==> src/rtl/msi_interrupt_requester_if.sv <==
// Endpoint-side MSI handshake bundle between the interrupt requester and the PCIe cfg_interrupt port.
// The master side is the requester; the slave side is the endpoint.
interface msi_interrupt_requester_if;
    logic       cfg_interrupt_n;
    logic [7:0] cfg_interrupt_di;
    logic       cfg_interrupt_assert_n;
    logic       cfg_interrupt_rdy_n;
    logic       cfg_interrupt_msienable;
    logic [2:0] cfg_interrupt_mmenable;

    modport master (
        output cfg_interrupt_n,
        output cfg_interrupt_di,
        output cfg_interrupt_assert_n,
        input  cfg_interrupt_rdy_n,
        input  cfg_interrupt_msienable,
        input  cfg_interrupt_mmenable
    );

    modport slave (
        input  cfg_interrupt_n,
        input  cfg_interrupt_di,
        input  cfg_interrupt_assert_n,
        output cfg_interrupt_rdy_n,
        output cfg_interrupt_msienable,
        output cfg_interrupt_mmenable
    );
endinterface

==> src/rtl/msi_interrupt_requester.sv <==
// Merges rx/tx level interrupt requests into MSIs on the endpoint cfg_interrupt handshake,
// with round-robin arbitration, per-source vectors and an enforced idle gap after each MSI.
module msi_interrupt_requester #(
    parameter int unsigned GAP_CYCLES = 64,
    parameter int unsigned CNT_W      = 16
) (
    input  logic                             clk,
    input  logic                             reset,
    input  logic                             rx_send_interrupt_i,
    input  logic                             tx_send_interrupt_i,
    msi_interrupt_requester_if.master        cfg_if,
    output logic                             rx_int_sent_o,
    output logic                             tx_int_sent_o,
    output logic [31:0]                      int_count_o
);

    typedef enum logic [1:0] {StIdle, StReq, StGap} state_e;

    localparam logic             SrcRx   = 1'b0;
    localparam logic             SrcTx   = 1'b1;
    localparam logic [CNT_W-1:0] GapInit = CNT_W'(GAP_CYCLES);

    state_e           state_q, state_d;
    logic             cfg_n_q, cfg_n_d;
    logic [7:0]       di_q, di_d;
    logic             rx_sent_q, rx_sent_d;
    logic             tx_sent_q, tx_sent_d;
    logic [31:0]      count_q, count_d;
    logic [CNT_W-1:0] gap_q, gap_d;
    logic             last_q, last_d;
    logic             grant_q, grant_d;
    logic             pick;

    // Tie goes to whichever source was not served last.
    always_comb begin
        if (rx_send_interrupt_i && tx_send_interrupt_i) begin
            pick = ~last_q;
        end else begin
            pick = tx_send_interrupt_i ? SrcTx : SrcRx;
        end
    end

    always_comb begin
        state_d   = state_q;
        cfg_n_d   = cfg_n_q;
        di_d      = di_q;
        rx_sent_d = 1'b0;
        tx_sent_d = 1'b0;
        count_d   = count_q;
        gap_d     = gap_q;
        last_d    = last_q;
        grant_d   = grant_q;
        unique case (state_q)
            StIdle: begin
                if (cfg_if.cfg_interrupt_msienable &&
                    (rx_send_interrupt_i || tx_send_interrupt_i)) begin
                    state_d = StReq;
                    cfg_n_d = 1'b0;
                    grant_d = pick;
                    di_d    = ((cfg_if.cfg_interrupt_mmenable != 3'd0) && (pick == SrcTx)) ?
                              8'd1 : 8'd0;
                end
            end
            StReq: begin
                // Request is never withdrawn; only the endpoint accept ends it.
                if (!cfg_if.cfg_interrupt_rdy_n) begin
                    state_d   = StGap;
                    cfg_n_d   = 1'b1;
                    rx_sent_d = (grant_q == SrcRx);
                    tx_sent_d = (grant_q == SrcTx);
                    count_d   = count_q + 32'd1;
                    last_d    = grant_q;
                    gap_d     = GapInit;
                end
            end
            StGap: begin
                if (gap_q == '0) begin
                    state_d = StIdle;
                end else begin
                    gap_d = gap_q - 1'b1;
                end
            end
            default: state_d = StIdle;
        endcase
    end

    always_ff @(posedge clk) begin
        if (reset) begin
            state_q   <= StIdle;
            cfg_n_q   <= 1'b1;
            di_q      <= 8'd0;
            rx_sent_q <= 1'b0;
            tx_sent_q <= 1'b0;
            count_q   <= 32'd0;
            gap_q     <= '0;
            last_q    <= SrcTx;
            grant_q   <= SrcRx;
        end else begin
            state_q   <= state_d;
            cfg_n_q   <= cfg_n_d;
            di_q      <= di_d;
            rx_sent_q <= rx_sent_d;
            tx_sent_q <= tx_sent_d;
            count_q   <= count_d;
            gap_q     <= gap_d;
            last_q    <= last_d;
            grant_q   <= grant_d;
        end
    end

    assign cfg_if.cfg_interrupt_n        = cfg_n_q;
    assign cfg_if.cfg_interrupt_di       = di_q;
    assign cfg_if.cfg_interrupt_assert_n = 1'b1;
    assign rx_int_sent_o                 = rx_sent_q;
    assign tx_int_sent_o                 = tx_sent_q;
    assign int_count_o                   = count_q;

endmodule

==> src/flat_wrapper.sv <==
// flat-port wrapper written by rule: the top's interface ports become plain ports
module msi_interrupt_requester_flat 
#(
    parameter int unsigned GAP_CYCLES = 64,
    parameter int unsigned CNT_W      = 16
)
  (clk, reset, rx_send_interrupt_i, tx_send_interrupt_i, rx_int_sent_o, tx_int_sent_o, int_count_o, cfg_if_cfg_interrupt_n, cfg_if_cfg_interrupt_di, cfg_if_cfg_interrupt_assert_n, cfg_if_cfg_interrupt_rdy_n, cfg_if_cfg_interrupt_msienable, cfg_if_cfg_interrupt_mmenable);
  msi_interrupt_requester_if cfg_if_i ();
  input  logic clk;
  input  logic reset;
  input  logic rx_send_interrupt_i;
  input  logic tx_send_interrupt_i;
  output logic rx_int_sent_o;
  output logic tx_int_sent_o;
  output logic [31:0] int_count_o;
  output wire logic [$bits(cfg_if_i.cfg_interrupt_n)-1:0] cfg_if_cfg_interrupt_n;
  output wire logic [$bits(cfg_if_i.cfg_interrupt_di)-1:0] cfg_if_cfg_interrupt_di;
  output wire logic [$bits(cfg_if_i.cfg_interrupt_assert_n)-1:0] cfg_if_cfg_interrupt_assert_n;
  input wire logic [$bits(cfg_if_i.cfg_interrupt_rdy_n)-1:0] cfg_if_cfg_interrupt_rdy_n;
  input wire logic [$bits(cfg_if_i.cfg_interrupt_msienable)-1:0] cfg_if_cfg_interrupt_msienable;
  input wire logic [$bits(cfg_if_i.cfg_interrupt_mmenable)-1:0] cfg_if_cfg_interrupt_mmenable;
  assign cfg_if_cfg_interrupt_n = cfg_if_i.cfg_interrupt_n;
  assign cfg_if_cfg_interrupt_di = cfg_if_i.cfg_interrupt_di;
  assign cfg_if_cfg_interrupt_assert_n = cfg_if_i.cfg_interrupt_assert_n;
  assign cfg_if_i.cfg_interrupt_rdy_n = cfg_if_cfg_interrupt_rdy_n;
  assign cfg_if_i.cfg_interrupt_msienable = cfg_if_cfg_interrupt_msienable;
  assign cfg_if_i.cfg_interrupt_mmenable = cfg_if_cfg_interrupt_mmenable;
  msi_interrupt_requester #(.GAP_CYCLES(GAP_CYCLES), .CNT_W(CNT_W)) u_core (.clk(clk), .reset(reset), .rx_send_interrupt_i(rx_send_interrupt_i), .tx_send_interrupt_i(tx_send_interrupt_i), .cfg_if(cfg_if_i), .rx_int_sent_o(rx_int_sent_o), .tx_int_sent_o(tx_int_sent_o), .int_count_o(int_count_o));
endmodule
==> config.mk <==
export PLATFORM = sky130hd
export DESIGN_NAME = msi_interrupt_requester_flat
export DESIGN_NICKNAME = d
export VERILOG_FILES = /design/src/rtl/msi_interrupt_requester_if.sv /design/src/rtl/msi_interrupt_requester.sv /design/src/flat_wrapper.sv
export SDC_FILE = /design/constraint.sdc
export NUM_CORES = 1
export LEC_CHECK = 0
export ABC_AREA = 0
export BUFFER_PORTS_ARGS = -buffer_cell sky130_fd_sc_hd__buf_2
export CORE_MARGIN = 3
export CORE_UTILIZATION = 39
export CTS_CLUSTER_DIAMETER = 150
export DETAILED_ROUTE_END_ITERATION = 10
export GPL_TIMING_DRIVEN = 0
export PLACE_DENSITY = 0.62
export SYNTH_ARGS = -nofsm -noshare
export SYNTH_HDL_FRONTEND = slang
export SYNTH_SLANG_ARGS = --single-unit
==> constraint.sdc <==
create_clock -name clk -period 1.8 [get_ports clk]
set_input_delay 0 -clock clk [delete_from_list [all_inputs] [get_ports clk]]
set_output_delay 0 -clock clk [all_outputs]
set_load 0.1 [all_outputs]
==> key figures, run 1 <==
Setup path
  • Arrival time of the worst setup path: 2.15 ns
  • Crit start category: register
  • Worst Setup End Kind: register
  • Worst Path Required: a little over 2 ns
  • Reg-to-reg slack, setup: -0.10 ns
  • Kind of critical path: register to register
  • Reg-to-reg critical path endpoint: u_core.int_count_o[27]$_SDFFE_PP0P_
  • Worst Path Max Fanout: 8
  • Worst reg2reg path depth: 5
  • Worst r2r src: u_core.state_q[1]$_SDFFE_PP0P_

Placed design
  • Placed inst area: 3290 um^2
  • Cells after DPL: 476
  • Hpwl dp: 4960 um
  • IO Port Bufs: 44
  • Routability cong.: 0.790

Clocking
  • Root Buffer: clkbuf_8
  • CTS buffer count: 5
  • Sinks on the clock net: 56
  • CTS Hold Bufs: 0
  • CTS H-tree lvls: 2
  • Worst skew pair latency: slightly above 0.3 ns
  • Max Buffers Root-to-Sink: 2
  • TritonCTS clock tree: yes
  • Reg clk slew, reported paths: 0.10 ns

Route
  • WL/cell: 16.1 um
  • Drt first pass iters: 4
  • Post-route ant nets: 0
  • Vias per inst: 5.60
  • Vias: 2894
  • Post-Route WL: 8340 um
  • # DRC: 0
  • Detailed Route Iter0 Violations: 160

Status
  • Failing checks: setup timing
  • Status: complete, but fails checks

Pwr
  • Psw: around 0.00070 W
  • Clk network pwr share: 0.364
  • Sequential Power Share: 0.489
  • Internal Pwr Total: 0.00184 W
  • Combinational group share of total power: 0.147
  • Cell Pwr Density: 622 nW/um^2
  • Peak VDD IR: 604 uV
  • Overall Power: 0.00254 W
  • Sw frac: 0.276
  • Lkg Pwr: 1.61 nW

STA
  • Max-slew violations: 0
  • Final setup violation count: 21
  • Worst hold margin: ~0.0035 ns
  • Setup ws final: -0.104 ns
  • RSZ-0062 raised after global routing: yes
  • Fmax: 0.525 GHz
  • Minimum clock period: 1.90 ns
  • Final Hold Fails: 0
  • Worst slew pin tran: between 0.7 and 0.8 ns
  • Crit share post-route: 1.06
  • Clock Skew: 0.00578 ns
  • Slew margin rel.: 0.527

Global routing
  • Gr usage total: 0.192
  • Initial antenna violation count: 0
  • Largest net degree at the start of global routing: 18
  • Vias in the first global route: 2695
  • First-pass GRT wire length: approximately 13000 um
  • Gr ovfl total: 0

Synth
  • Post-synth top area share: 0.402
  • FF+latch count, synth: 56
  • Count of different cell masters after synthesis: between 50 and 60
  • Yosys top cell by area: dfxtp_1
  • Cells after synthesis: 330
  • Number of synthesized flops with an enable pin: 0
  • Syn avg cell area: 8.46 um^2
  • Async set-reset flop share out of synthesis: 0
  • Dominant synthesized flop cell: dfxtp_1
  • Sequential share of the synthesized area: 0.402
  • Main area contributors after synthesis: dfxtp_1 (40%), a21oi_1 (5.9%), or4_1 (4.6%)
  • Syn. warnings: 0
  • Synth Cell Area: 2790 um^2

Job
  • Max Cap Violations: 0

Floorplan
  • DIE AREA: approximately 8200 um^2
  • Placeable Area: just under 7000 um^2
  • Effective utilization at floorplan: 0.406
  • Die width: 90.6 um
  • Standard-cell rows: 30
  • DIE HEIGHT: 90.6 um
  • # IOs: 53

Finish
  • Fin cells: approximately 520
  • Area Growth Syn to Fin: 46.3%
  • Share of cells above drive strength 1: 0.435
  • # diodes: 0
  • Final net count: 431
  • Fillers: 586
  • Final Instance Area: 4080 um^2
  • Final core utilization: 0.594

Min path
  • Hold path start: reset
  • Worst min path class: input port to register
  • Min-Delay Endpoint: u_core.gap_q[12]$_SDFFE_PP0P_
  • Worst hold path stage count: 3
-- logic make-up (layout without fill, tap and decap cells) --
| kind of cell | Yosys count | count (layout) | synth area share |
|---|---|---|---|
| AND/OR/NAND/NOR | 138 | 138 | 0.294 |
| AO/OA/AOI/OAI | 82 | 82 | 0.180 |
| flip-flops | 56 | 56 | 0.402 |
| buffers and inverters | 35 | 120 | 0.0619 |
| XOR/XNOR | 9 | 9 | 0.0282 |
| multiplexers | 6 | 6 | 0.0220 |
| adder cells (fa/ha/maj) | 2 | 2 | 0.00896 |
| other | 2 | 8 | 0.00269 |
-- worst max path at each step --
stage	start	end	slack [ns]	cells past startpoint
after global routing	u_core.int_count_o[11]$_SDFFE_PP0P_	u_core.int_count_o[30]$_SDFFE_PP0P_	-0.16	5
after CTS	u_core.state_q[0]$_SDFFE_PP0P_	u_core.int_count_o[27]$_SDFFE_PP0P_	-0.12	6
after floorplan	u_core.int_count_o[0]$_SDFFE_PP0P_	u_core.int_count_o[26]$_SDFFE_PP0P_	-0.28	6
after detailed placement	u_core.state_q[0]$_SDFFE_PP0P_	u_core.gap_q[2]$_SDFFE_PP0P_	-0.62	5
after global placement	u_core.state_q[0]$_SDFFE_PP0P_	u_core.gap_q[2]$_SDFFE_PP0P_	-0.58	5
final	u_core.state_q[1]$_SDFFE_PP0P_	u_core.int_count_o[27]$_SDFFE_PP0P_	-0.10	5
-- critical path, stage by stage, from the launching register on --
cell and delay (ns):
dfxtp_4 0.39, nand4b_4 0.19, or4_4 0.47, clkbuf_16 0.19, or4_1 0.48, a21oi_2 0.12
-- power groups by stage --
stage / combinational [W] / clock [W] / sequential, W
final: 0.000374 / 0.000923 / 0.00124
after global routing: 0.000400 / 0.000991 / 0.00124
after CTS: 0.000354 / 0.000936 / 0.00124
after detailed placement: 0.000319 / 0 / 0.00127
after global placement: 0.000317 / 0 / 0.00127
after floorplan: 0.000217 / 0 / 0.00131
-- cell usage in the layout, fill, tap and decap left out, types with 8 or more instances in the layout --
cell type   n
a21oi_1    27
buf_2      44
buf_4      39
conb_1      8
dfxtp_1    26
dfxtp_4    25
inv_1      10
nand2_1    28
nand4_1     8
nor2_1     22
o21ai_0    13
or3_1      18
or4_1      11
or4_4       8
-- state kept, by name, summed over array words and instances (netlist names) --
signal                          flops
u_core.state_q                      2
u_core.last_q                       1
u_core.cfg_if.cfg_interrupt_n       1
u_core.tx_int_sent_o                1
u_core.grant_q                      1
u_core.cfg_if.cfg_interrupt_di      1
u_core.int_count_o                 32
u_core.rx_int_sent_o                1
u_core.gap_q                       16
-- final cells by class --
| class | count | area, um^2 | area share |
|---|---|---|---|
| Buffer | 20 | 196 | 0.0481 |
| Clock buffer | 7 | 97.6 | 0.0239 |
| Clock inverter | 1 | 30.0 | 0.00736 |
| Inverter | 10 | 37.5 | 0.00919 |
| Multi-Input combinational cell | 245 | 1830 | 0.448 |
| Sequential cell | 56 | 1220 | 0.299 |
| Tap cell | 96 | 120 | 0.0294 |
| Timing Repair Buffer | 82 | 551 | 0.135 |
-- through the flow --
step                      TNS (ns)  setup slack (ns)
after floorplan              -3.75            -0.278
after global placement      -11.14            -0.585
after detailed placement    -12.76            -0.616
after CTS                   -0.741            -0.118
after global routing         -3.39            -0.164
final                        -1.36            -0.104
-- metal layers --
layer | wire length, um | GRT usage
met5 | 0 | 0
met2 | 4340 | 0.337
met1 | 3520 | 0.231
met3 | 369 | 0.0367
met4 | 117 | 0.0676
-- synthesized netlist by cell type (all sizes together), types with 4 or more instances --
| cell | count |
|---|---|
| a2111o | 4 |
| nand3 | 7 |
| nand2 | 28 |
| buf | 13 |
| o21ai | 19 |
| nor3 | 8 |
| xnor2 | 8 |
| nor4 | 6 |
| o31ai | 13 |
| nand4 | 9 |
| dfxtp | 56 |
| nor2 | 22 |
| or3 | 19 |
| clkbuf | 12 |
| inv | 10 |
| mux2i | 5 |
| a21oi | 33 |
| or4 | 19 |
-- repair_timing --
| action | in CTS | in global routing |
|---|---|---|
| gates cloned | 3 | 1 |
| endpoints found under the setup margin | 45 | 35 |
| buffers inserted | 24 | 11 |
| resized for setup | 40 | 39 |
| hold endpoints to repair | 0 | 0 |
| pin swaps | 21 | 22 |
(Power assumes the default switching activity.)
==> inputs of run 2 (changes only) <==
--- a/config.mk
+++ b/config.mk
@@ -12,6 +12,7 @@
 export CTS_CLUSTER_DIAMETER = 150
 export DETAILED_ROUTE_END_ITERATION = 10
 export GPL_TIMING_DRIVEN = 0
+export MAX_ROUTING_LAYER = met4
 export PLACE_DENSITY = 0.62
 export SYNTH_ARGS = -nofsm -noshare
 export SYNTH_HDL_FRONTEND = slang
==> run 2 against run 1 <==
  * The run still ends with setup timing left
  * Power is essentially flat
  * Critical path depth did not move
  * Via count decreased by 0.38%
  * Sequential share of layout area hardly changed
==> key figures, run 2 (same netlist as run 1, synthesis figures left out) <==
Status
  • Status: complete, but fails checks
  • Failing checks: setup timing

STA
  • Crit share post-route: 1.07 (+0.0128)
  • Final Hold Fails: 0 (unchanged)
  • Minimum clock period: 1.93 ns (+0.0230 ns)
  • RSZ-0062 raised after global routing: yes
  • TNS Setup: -1.55 ns (-0.188 ns)
  • Final setup violation count: 20 (-4.8%)
  • Max-slew violations: 0 (unchanged)
  • Worst slew pin tran: 0.726 ns (+0.0187 ns)
  • Setup ws final: -0.127 ns (-0.0230 ns)
  • Clock Skew: 0.00570 ns (-0.0000842 ns)
  • Worst hold margin: 0.00752 ns (+0.00400 ns)
  • Fmax: 0.519 GHz (-1.2%)
  • Slew margin rel.: 0.514 (-0.0125)

Placed design
  • IO Port Bufs: 44 (unchanged)
  • Hpwl dp: 4960 um (unchanged)
  • Cells after DPL: 476 (unchanged)
  • Routability cong.: 0.801 (+1.4%)

Floorplan
  • Placeable Area: 6870 um^2 (unchanged)
  • Effective utilization at floorplan: 0.406 (unchanged)
  • DIE AREA: 8210 um^2 (unchanged)
  • # IOs: 53 (unchanged)
  • DIE HEIGHT: 90.6 um (unchanged)
  • Die width: 90.6 um (unchanged)
  • Standard-cell rows: 30 (unchanged)

Min path
  • Worst min path class: input port to register

Clocking
  • CTS buffer count: 5 (unchanged)
  • Reg clk slew, reported paths: 0.10 ns (about the same)
  • Max Buffers Root-to-Sink: 2 (unchanged)
  • Root Buffer: clkbuf_8
  • Sinks on the clock net: 56 (unchanged)
  • Worst skew pair latency: 0.31 ns (about the same)
  • TritonCTS clock tree: yes
  • CTS H-tree lvls: 2 (unchanged)

Route
  • Post-Route WL: 8450 um (+1.3%)
  • # DRC: 0 (unchanged)
  • Vias per inst: 5.58 (-0.38%)
  • Vias: 2883 (-0.38%)
  • WL/cell: 16.3 um (+1.3%)
  • Drt first pass iters: 4 (unchanged)
  • Detailed Route Iter0 Violations: 152 (-5.0%)
  • Post-route ant nets: 0 (unchanged)

Global routing
  • Routing usage on met3: 0.0358 (-0.000833)
  • Met2 global-route usage: 0.336 (-0.00124)
  • Global Route met1 Usage: 0.233 (+0.00156)
  • Gr ovfl total: 0 (unchanged)
  • Vias in the first global route: 2689 (-0.22%)
  • Gr usage total: 0.197 (+0.00540)
  • First-pass GRT wire length: 13000 um (unchanged)
  • Largest net degree at the start of global routing: 18 (unchanged)
  • Initial antenna violation count: 0 (unchanged)
  • Global routing's busiest layer: met2

Finish
  • Share of cells above drive strength 1: 0.444 (+0.00950)
  • Area Growth Syn to Fin: 46.6%
  • # diodes: 0 (unchanged)
  • Fillers: 596 (+1.7%)
  • Final core utilization: 0.596 (+0.00128)
  • Most frequent cells in the layout: buf_2 (44), buf_4 (39), nand2_1 (28)
  • Fin cells: 517 (unchanged)
  • Max reg flops: 32 (unchanged)
  • Commonest non-fill, non-tap cell in the layout: buf_2
  • Final net count: 431 (unchanged)

Setup path
  • Kind of critical path: register to register
  • Arrival time of the worst setup path: 2.17 ns (+0.02 ns)
  • Worst Setup End Kind: register
  • Reg-to-reg slack, setup: -0.13 ns (-0.02 ns)
  • Worst Path Required: 2.04 ns (about the same)
  • Crit start category: register
  • Worst Path Max Fanout: 5 (-3)

Pwr
  • Cell Pwr Density: 620 nW/um^2 (-0.20%)
  • Lkg Pwr: 1.61 nW (+0.21%)
  • Peak VDD IR: 605 uV (+0.15%)

Job
  • Max Cap Violations: 0 (unchanged)
## run 2: report_power, final
group / internal [W] / switching [W]
registers: 0.00122 / 0.0000203
logic: 0.000115 / 0.000262
clock network: 0.000501 / 0.000419
## run 2: path summary, 6_finish.rpt
| kind | startpoint | end | cells after the start |
|---|---|---|---|
| min reg2reg | u_core.last_q$_SDFFE_PP1P_ | u_core.last_q$_SDFFE_PP1P_ | 2 |
| max | u_core.int_count_o[11]$_SDFFE_PP0P_ | u_core.int_count_o[29]$_SDFFE_PP0P_ | 5 |
| min | reset | u_core.gap_q[12]$_SDFFE_PP0P_ | 3 |
| max reg2reg | u_core.int_count_o[11]$_SDFFE_PP0P_ | u_core.int_count_o[29]$_SDFFE_PP0P_ | 5 |
## run 2: metal layers
metal | up-vias | part of all wire | routed length (um)
met1 | 1388 | 0.42 | 3570
met2 | 84 | 0.52 | 4380
met4 | 0 | 0.013 | 114
met5 | - | 0 | 0
li1 | 1394 | - | -
met3 | 17 | 0.046 | 389
## run 2: final cells by class
cell class	count	area [um^2]	share of cell area
well taps	96	120	0.0294
clock buffers	7	97.6	0.0239
clock inverters	1	30.0	0.00734
multi-input cells	245	1840	0.449
plain buffers	20	196	0.0480
repair buffers	82	551	0.135
flip-flops and latches	56	1220	0.299
inverters	10	37.5	0.00917
## run 2: through the flow
stage               cell area, um^2  power [W]  setup slack, ns
floorplan                      2950    0.00152           -0.278
global placement               3290    0.00158           -0.585
detailed placement             3290    0.00159           -0.616
CTS                            3840    0.00253           -0.118
global route                   4090    0.00264           -0.207
finish                         4090    0.00254           -0.127
## run 2: worst max-delay path: stages (launching register included)
cell	delay [ns]
dfxtp_4	0.37
nand4_1	0.20
or4_4	0.51
buf_4	0.17
or4_1	0.47
a21oi_1	0.13
## run 2: what timing repair did
item	in CTS	in global routing
hold buffers	0	0
hold endpoints to repair	0	0
setup buffers	24	11
resized for setup	40	43
pin swaps	21	22
cloned	3	1
endpoints found under the setup margin	45	35
